===== src/rtl/spi_rx_capture.sv =====
// SPI receive capture: byte-complete edge detect, RX FIFO and device-bus register window.
// Optional SPI_RX_DROP_COUNT_EN adds a saturating drop counter readable at 0x1C.
module spi_rx_capture #(
  parameter int AddrWidth = 32,
  parameter int DataWidth = 32,
  parameter int RegAddr   = 12,
  parameter int Depth     = 16
) (
  input  logic                 clk_i,
  input  logic                 rst_i,
  input  logic                 device_req_i,
  input  logic [AddrWidth-1:0] device_addr_i,
  input  logic                 device_we_i,
  input  logic [3:0]           device_be_i,
  input  logic [DataWidth-1:0] device_wdata_i,
  output logic                 device_rvalid_o,
  output logic [DataWidth-1:0] device_rdata_o,
  input  logic [7:0]           byte_data_i,
  input  logic                 byte_done_i,
  output logic                 irq_o
);

  localparam int PtrW = $clog2(Depth);
  localparam int CntW = $clog2(Depth + 1);

  localparam logic [RegAddr-1:0] OffRxData = RegAddr'(16'h10);
  localparam logic [RegAddr-1:0] OffStatus = RegAddr'(16'h14);
  localparam logic [RegAddr-1:0] OffCtrl   = RegAddr'(16'h18);
  localparam logic [RegAddr-1:0] OffDrop   = RegAddr'(16'h1C);

  function automatic logic [PtrW-1:0] ptr_next(input logic [PtrW-1:0] p);
    ptr_next = (p == PtrW'(Depth - 1)) ? '0 : p + 1'b1;
  endfunction

  function automatic logic [15:0] sat_inc16(input logic [15:0] v);
    sat_inc16 = (v == 16'hFFFF) ? v : v + 16'd1;
  endfunction

  logic [7:0]           mem [Depth];
  logic [PtrW-1:0]      wr_ptr, rd_ptr;
  logic [CntW-1:0]      count;
  logic                 byte_done_q;
  logic                 ovf, irq_en;
  logic                 full, empty;
  logic [RegAddr-1:0]   addr_lo;
  logic                 push_req, push_ok, pop, ovf_evt;
  logic                 rd_en, ctrl_wr, clear, clr_ovf;
  logic [31:0]          rd_word;
  logic                 vld_p1;
  logic [DataWidth-1:0] rdata_p1;
  logic [15:0]          drop_cnt;
  logic                 unused_bits;

  assign unused_bits = ^{device_addr_i[AddrWidth-1:RegAddr], device_wdata_i[DataWidth-1:3],
                         device_be_i[3:1]};

  assign addr_lo = device_addr_i[RegAddr-1:0];
  assign empty   = (count == '0);
  assign full    = (count == CntW'(Depth));

  assign push_req = byte_done_i & ~byte_done_q;
  assign rd_en    = device_req_i & ~device_we_i;
  assign ctrl_wr  = device_req_i & device_we_i & device_be_i[0] & (addr_lo == OffCtrl);
  assign clear    = ctrl_wr & device_wdata_i[0];
  assign clr_ovf  = ctrl_wr & device_wdata_i[1];
  assign pop      = rd_en & (addr_lo == OffRxData) & ~empty & ~clear;
  // A pop in the same cycle frees the slot the push needs, so full alone does not drop.
  assign push_ok  = push_req & ~clear & (~full | pop);
  assign ovf_evt  = push_req & ~clear & full & ~pop;

  always_comb begin
    rd_word = '0;
    case (addr_lo)
      OffRxData: rd_word = empty ? 32'd0 : {23'd0, 1'b1, mem[rd_ptr]};
      OffStatus: rd_word = {16'd0, 8'(count), 5'd0, ovf, empty, full};
      OffCtrl:   rd_word = {29'd0, irq_en, 2'b00};
`ifdef SPI_RX_DROP_COUNT_EN
      OffDrop:   rd_word = {16'd0, drop_cnt};
`endif
      default:   rd_word = '0;
    endcase
  end

  always_ff @(posedge clk_i) begin
    if (push_ok) mem[wr_ptr] <= byte_data_i;
  end

  always_ff @(posedge clk_i) begin
    if (rst_i) begin
      byte_done_q <= 1'b0;
      wr_ptr      <= '0;
      rd_ptr      <= '0;
      count       <= '0;
      ovf         <= 1'b0;
      irq_en      <= 1'b0;
    end else begin
      byte_done_q <= byte_done_i;
      if (ctrl_wr) irq_en <= device_wdata_i[2];
      if (clr_ovf)      ovf <= 1'b0;
      else if (ovf_evt) ovf <= 1'b1;
      if (clear) begin
        wr_ptr <= '0;
        rd_ptr <= '0;
        count  <= '0;
      end else begin
        if (push_ok) wr_ptr <= ptr_next(wr_ptr);
        if (pop)     rd_ptr <= ptr_next(rd_ptr);
        if (push_ok && !pop)      count <= count + 1'b1;
        else if (pop && !push_ok) count <= count - 1'b1;
      end
    end
  end

`ifdef SPI_RX_DROP_COUNT_EN
  always_ff @(posedge clk_i) begin
    if (rst_i || clr_ovf) drop_cnt <= '0;
    else if (ovf_evt)     drop_cnt <= sat_inc16(drop_cnt);
  end
`else
  assign drop_cnt = '0;
`endif

  // Response stage: request cycle -> p1
  always_ff @(posedge clk_i) begin
    if (rst_i) begin
      vld_p1   <= 1'b0;
      rdata_p1 <= '0;
    end else begin
      vld_p1   <= device_req_i;
      rdata_p1 <= rd_en ? DataWidth'(rd_word) : '0;
    end
  end

  assign device_rvalid_o = vld_p1;
  assign device_rdata_o  = rdata_p1;
  assign irq_o           = irq_en & ~empty;

endmodule


===== config.mk =====
export PLATFORM = sky130hd
export DESIGN_NAME = spi_rx_capture
export DESIGN_NICKNAME = d
export VERILOG_FILES = /design/src/rtl/spi_rx_capture.sv
export SDC_FILE = /design/constraint.sdc
export NUM_CORES = 1
export LEC_CHECK = 0
export CELL_PAD_IN_SITES_DETAIL_PLACEMENT = 1
export CELL_PAD_IN_SITES_GLOBAL_PLACEMENT = 1
export CORE_UTILIZATION = 48
export CTS_CLUSTER_SIZE = 40
export DETAILED_ROUTE_END_ITERATION = 10
export HOLD_SLACK_MARGIN = 0.06
export PLACE_DENSITY = 0.87
export SKIP_CTS_REPAIR_TIMING = 1
export SYNTH_ARGS = -nofsm -noshare
export SYNTH_HDL_FRONTEND = slang
export SYNTH_SLANG_ARGS = --single-unit

===== constraint.sdc =====
create_clock -name clk_i -period 5.65 [get_ports clk_i]
set_input_delay 1.13 -clock clk_i [delete_from_list [all_inputs] [get_ports clk_i]]
set_output_delay 1.13 -clock clk_i [all_outputs]
set_load 0.01 [all_outputs]

== Word-level counts from Yosys, hierarchy flattened ==
Memory sizes are Yosys's and may differ from the RTL's. A register that Yosys moved wholly into a read port is not among the register bits.
Cells that the tools add are included.

* RAM bits: 128
* Word-level logic and storage cells: 61
* Output and inout port bits: 34
* Flip-flop bits (word level): 49
* Memories: 1

{| class="wikitable"
|+ Memories
! memory !! depth !! width !! read ports !! clocked after Yosys merged registers in !! write ports !! line !! text
|-
| mem || 16 || 8 || 1 || 1 || 1 || 39 || <nowiki>logic [7:0] mem [Depth];</nowiki>
|}

* Equal/unequal tests: 6
* Add/subtract/negate cells: 4
* Reductions and logical operators: 9
* Mux-type cells: 10
* Bitwise gates (word level): 23

{| class="wikitable"
|+ Operators by type and width
! kind !! count
|-
| 13-bit case mux with 3 select lines || 1
|-
| 12-bit by 5-bit equality test with 1-bit output, second input constant || 3
|-
| 4-bit two-way mux || 4
|-
| 1-bit AND || 15
|-
| 5-bit two-way mux || 2
|-
| 9-bit two-way mux || 1
|-
| 4-bit by 1-bit adder with 4-bit output, second input constant || 2
|-
| 4-bit equality test, second input constant || 2
|-
| 1-bit inverter || 7
|-
| 2-bit OR reduction || 3
|-
| 5-bit by 1-bit adder with 5-bit output, second input constant || 1
|-
| 5-bit equality test, second input constant || 1
|-
| 5-bit zero test || 1
|-
| 5-bit by 1-bit subtractor with 5-bit output, second input constant || 1
|-
| 1-bit logical AND || 2
|-
| 1-bit zero test || 2
|-
| 1-bit two-way mux || 2
|-
| 2-bit nonzero test || 1
|-
| 1-bit OR || 1
|}

== Logic depth before layout (Yosys ltp) ==
* Depth in word-level cells: 12
* Gate-level depth with buffers: 15
* Gate-level depth less buffers: 12

== Least setup slack after synthesis ==
Ideal clock, no wire load.

* Path type: input-to-reg
* Start: in device_addr_i[11]
* End: reg count[4]
* Path slack: 1788 ps
* Stages: 13
* Arrival: 3791 ps
* Data required time: 5578 ps
* Cells stage by stage: nor4b_4 > nand4b_4 > o311ai_4 > and2_1 > buf_4 > ha_1 > inv_1 > ha_1 > nor2b_1 > o21a_1 > or3_1 > a21oi_1 > mux2i_1

* Longest elaborated chain between the ends: 10
* Elaborated cells between the ends (all ways): 18

{| class="wikitable"
|+ Ends and longest elaborated chain
! element !! line !! text
|-
| start, declared || 12 || <nowiki>input logic [AddrWidth-1:0] device_addr_i,</nowiki>
|-
| 12-bit by 5-bit equality test with 1-bit output || 63 || <nowiki>assign ctrl_wr = device_req_i & device_we_i & device_be_i[0] & (addr_lo == OffCtrl);</nowiki>
|-
| 1-bit AND || 63 ||
|-
| 1-bit AND || 64 || <nowiki>assign clear = ctrl_wr & device_wdata_i[0];</nowiki>
|-
| 1-bit inverter || 66, 68 ||
|-
| 1-bit AND || 66 || <nowiki>assign pop = rd_en & (addr_lo == OffRxData) & ~empty & ~clear;</nowiki>
|-
| 1-bit OR || 68 || <nowiki>assign push_ok = push_req & ~clear & (~full | pop);</nowiki>
|-
| 1-bit AND * || 68 ||
|-
| net push_ok || 46 || <nowiki>logic push_req, push_ok, pop, ovf_evt;</nowiki>
|-
| 1-bit zero test || 109 || <nowiki>else if (pop && !push_ok) count <= count - 1'b1;</nowiki>
|-
| 1-bit logical AND || 109 ||
|-
| 2-bit nonzero test (no source line) || - ||
|-
| end signal, assigned || 108 || <nowiki>if (push_ok && !pop) count <= count + 1'b1;</nowiki>
|-
| end signal, assigned || 109 ||
|-
| end, declared || 41 || <nowiki>logic [CntW-1:0] count;</nowiki>
|}

The timed path passes the listed nets; every way through them passes the cells marked *.
A chain may end at the register's enable or synchronous reset.

== Worst setup path after layout ==
* Start: in device_req_i
* End: reg count[4]

* Longest elaborated chain between the ends: 11
* Elaborated cells between the ends (all ways): 19

{| class="wikitable"
|+ Ends and longest elaborated chain
! element !! line !! text
|-
| start, declared || 11 || <nowiki>input logic device_req_i,</nowiki>
|-
| 1-bit AND (3 in series) || 63 ||
|-
| 1-bit AND || 64 ||
|-
| 1-bit inverter || 66, 68 ||
|-
| 1-bit AND || 66 ||
|-
| 1-bit OR || 68 ||
|-
| 1-bit AND || 68 ||
|-
| 1-bit zero test || 109 ||
|-
| 1-bit logical AND || 109 ||
|-
| 2-bit nonzero test (no source line) || - ||
|}

Several ways; a longest one is shown, not always the timed one.

==> impl_metrics.ini <==
[run_status]
run_status = completed

[synth]
synth_area_mm2 = 0.006706
synth_seq_area_share_pct = 67.46
syn_inst = 399
synth_edf_count = 128
yosys.area.top_type = edfxtp_1
synth-async-reset-ratio_pct = 0
synth.most_common_cell = edfxtp_1
netlist.area_leader.share_pct = 57.31
syn_area_per_cell_um2 = 16.81
ys_types = 53
ys_top_cells_by_area = edfxtp_1 57%, mux4_2 12%, dfxtp_1 10%, buf_4 2.4%, ha_1 1.9%
synth_seq_cells = 162
yosysWarnings = 0
synthFlopType = edfxtp_1
synth_commonest_cells = 128 x edfxtp_1, 35 x mux4_2, 34 x dfxtp_1, 25 x nor2_1, 21 x buf_4

[die]
rows = 42
start_util_pct = 49.85
core_mm2 = 0.01345
die_x_um = 120.2
ios = 115
die-area_mm2 = 0.01445
fp.dieH_um = 120.2

[clocking]
htree_levels = 4
root_buffer = clkbuf_16
clkSinkCount = 162
numCtsBuffers = 17
clockBufferDepth = 2
clk_pin_slew_ns = 0.07
clk_latency_ns = 0.44
cts_tree = built

[worst_setup_path]
rrSetupSlack_ns = 2.20
worstSetupPathType = in2reg
worst_r2r_path_depth = 11
r2r-end = count[4]
end_kind = register
setup.worst_path.start = device_req_i
path_max_fanout = 9
cp.arrival_ns = 4.95
worst_setup_path_start_kind = primary input
reg2reg_from = count[0]
crit_required_ns = 6.01

[timing]
finalCritPeriodShare_pct = 81.26
max_freq_mhz = 217.8
period_minus_slack_ns = 4.591
finalHoldViolCount = 0
finalSetupViolCount = 0
tightest_slew_ns = 1.106
rsz0062_at_grt = false
relSlewSlack_pct = 25.99
final.setup.worst_slack_ns = 1.059
clock_skew_ns = 0.01540
setup_tns_ns = 0
slew_viol_final = 0

[pwr]
peakVddDrop_v = 0.0002115
seq_power_share_pct = 50.8
powerDensity_mw_per_mm2 = 335.3
p_leak_nw = 2.556
p_sw_mw = 0.6443
swShare_pct = 24.65
pwr-share-clk_pct = 42.1
power.internal_mw = 1.970
power_frac_comb_pct = 7.2

[worst_hold_path]
min_from = rd_ptr[3]
holdPathEnd = rd_ptr[3]
hold_depth = 2
hp-class = reg2reg

[cells_and_area]
fin_nets = 538
drive_above_1_share_pct = 18.52
syn_to_final_growth_pct = 16.27
diodes = 0
nFillCells = 1253
stdcell_count = 635

[global_route]
grt_pass1_wl_um = 23500
grt-ovfl-total = 0
grt_antenna_before_repair = 0
grt_pass1_vias = 3955
grt_max_degree = 34
groute.usage.overall_pct = 23.05

[detailed_routing]
postRouteAntennaNets = 0
firstDrtPassIters = 4
drt_iter0_drc = 371
routed_wl_um = 15200
viasPerCell = 5.929
route.detailed.drc = 0
via_count = 3765
avgRoutedWirePerCell_um = 23.94

[place]
gp_congestion = 0.7367
place_inst = 603
io_buffers = 43
dpl_worst_slack_ns = 0.6474
hpwl_um = 10140

[run]
max_cap_violations = 0
-- cell usage in the layout (no fill, tap or decap), types with 4 or more instances in the layout --
| cell | count |
|---|---|
| nand2_1 | 8 |
| nor3_1 | 6 |
| a21oi_1 | 11 |
| nand2b_1 | 4 |
| nor3b_1 | 6 |
| edfxtp_1 | 128 |
| mux2i_1 | 6 |
| ha_1 | 10 |
| nand3_1 | 10 |
| inv_6 | 8 |
| nor2_1 | 25 |
| nor2b_1 | 8 |
| and3_1 | 6 |
| conb_1 | 19 |
| buf_4 | 6 |
| mux4_2 | 35 |
| inv_1 | 7 |
| dfxtp_1 | 33 |
| clkbuf_16 | 17 |
| clkdlybuf4s50_1 | 43 |
| a31oi_1 | 6 |
-- worst max path at each step --
stage	to	slack (ns)
floorplan	count[4]	1.79
global placement	count[4]	0.90
finish	count[4]	1.06
CTS	count[4]	1.10
detailed placement	count[4]	0.65
global route	count[4]	0.83
-- per-stage QoR --
step	area, um^2	hold WS (ns)	power, mW	util (%)
after global placement	7234	0.4949	1.523	53.78
after global routing	7797	0.5609	2.687	57.96
after CTS	7797	0.5424	2.627	57.96
after detailed placement	7234	0.5314	1.538	53.78
after floorplan	6774	0.4723	1.473	-
final	7797	0.5282	2.614	57.96
-- layer usage --
metal	vias to the layer above	global-route usage [%]	routed length, um
met1	1940	29.54	6334
met3	31	4.623	816
met4	0	10.63	399
met2	162	37.90	7653
li1	1632	-	-
met5	-	0	0
-- cells by family after synthesis --
family          after synthesis  synth area share (%)
buf+inv                      46                 3.918
simple gates                 97                 9.049
fa+ha+maj                    11                 2.164
xor+xnor                      4                0.5225
other cells                   1               0.05592
compound gates               36                 4.011
flops                       162                 67.46
mux                          42                 12.82
-- worst max-delay path, stage by stage --
cell	delay [ns]
clkdlybuf4s50_1	0.48
nor3b_1	0.41
nand4b_4	0.23
o311ai_4	0.45
and2_1	0.46
ha_1	0.31
inv_1	0.12
ha_1	0.30
nor2b_1	0.14
o21a_1	0.17
or3_1	0.32
a21oi_1	0.22
mux2i_1	0.20
-- power groups by stage --
stage / clock network (mW) / registers (mW) / logic (mW)
after floorplan: 0 / 1.35 / 0.126
after global placement: 0 / 1.35 / 0.172
after detailed placement: 0 / 1.35 / 0.184
after CTS: 1.11 / 1.33 / 0.186
after global routing: 1.15 / 1.33 / 0.205
final: 1.10 / 1.33 / 0.187
-- cell type report --
cell class              count  area (um^2)  area share [%]
clock buffers              17        425.4           5.456
clock inverters            15        137.6           1.765
inverters                   7        26.28          0.3370
multi-input cells         209         1987           25.48
flip-flops and latches    162         4526           58.04
well taps                 176        220.2           2.824
repair buffers             49        475.5           6.098
-- registers in the layout (all words and copies together), names as in the netlist, named ones only --
name             flops
rd_ptr               4
device_rdata_o      13
wr_ptr               4
irq_en               1
device_rvalid_o      1
byte_done_q          1
count                5
mem                128
ovf                  1
(Power assumes the default switching activity.)
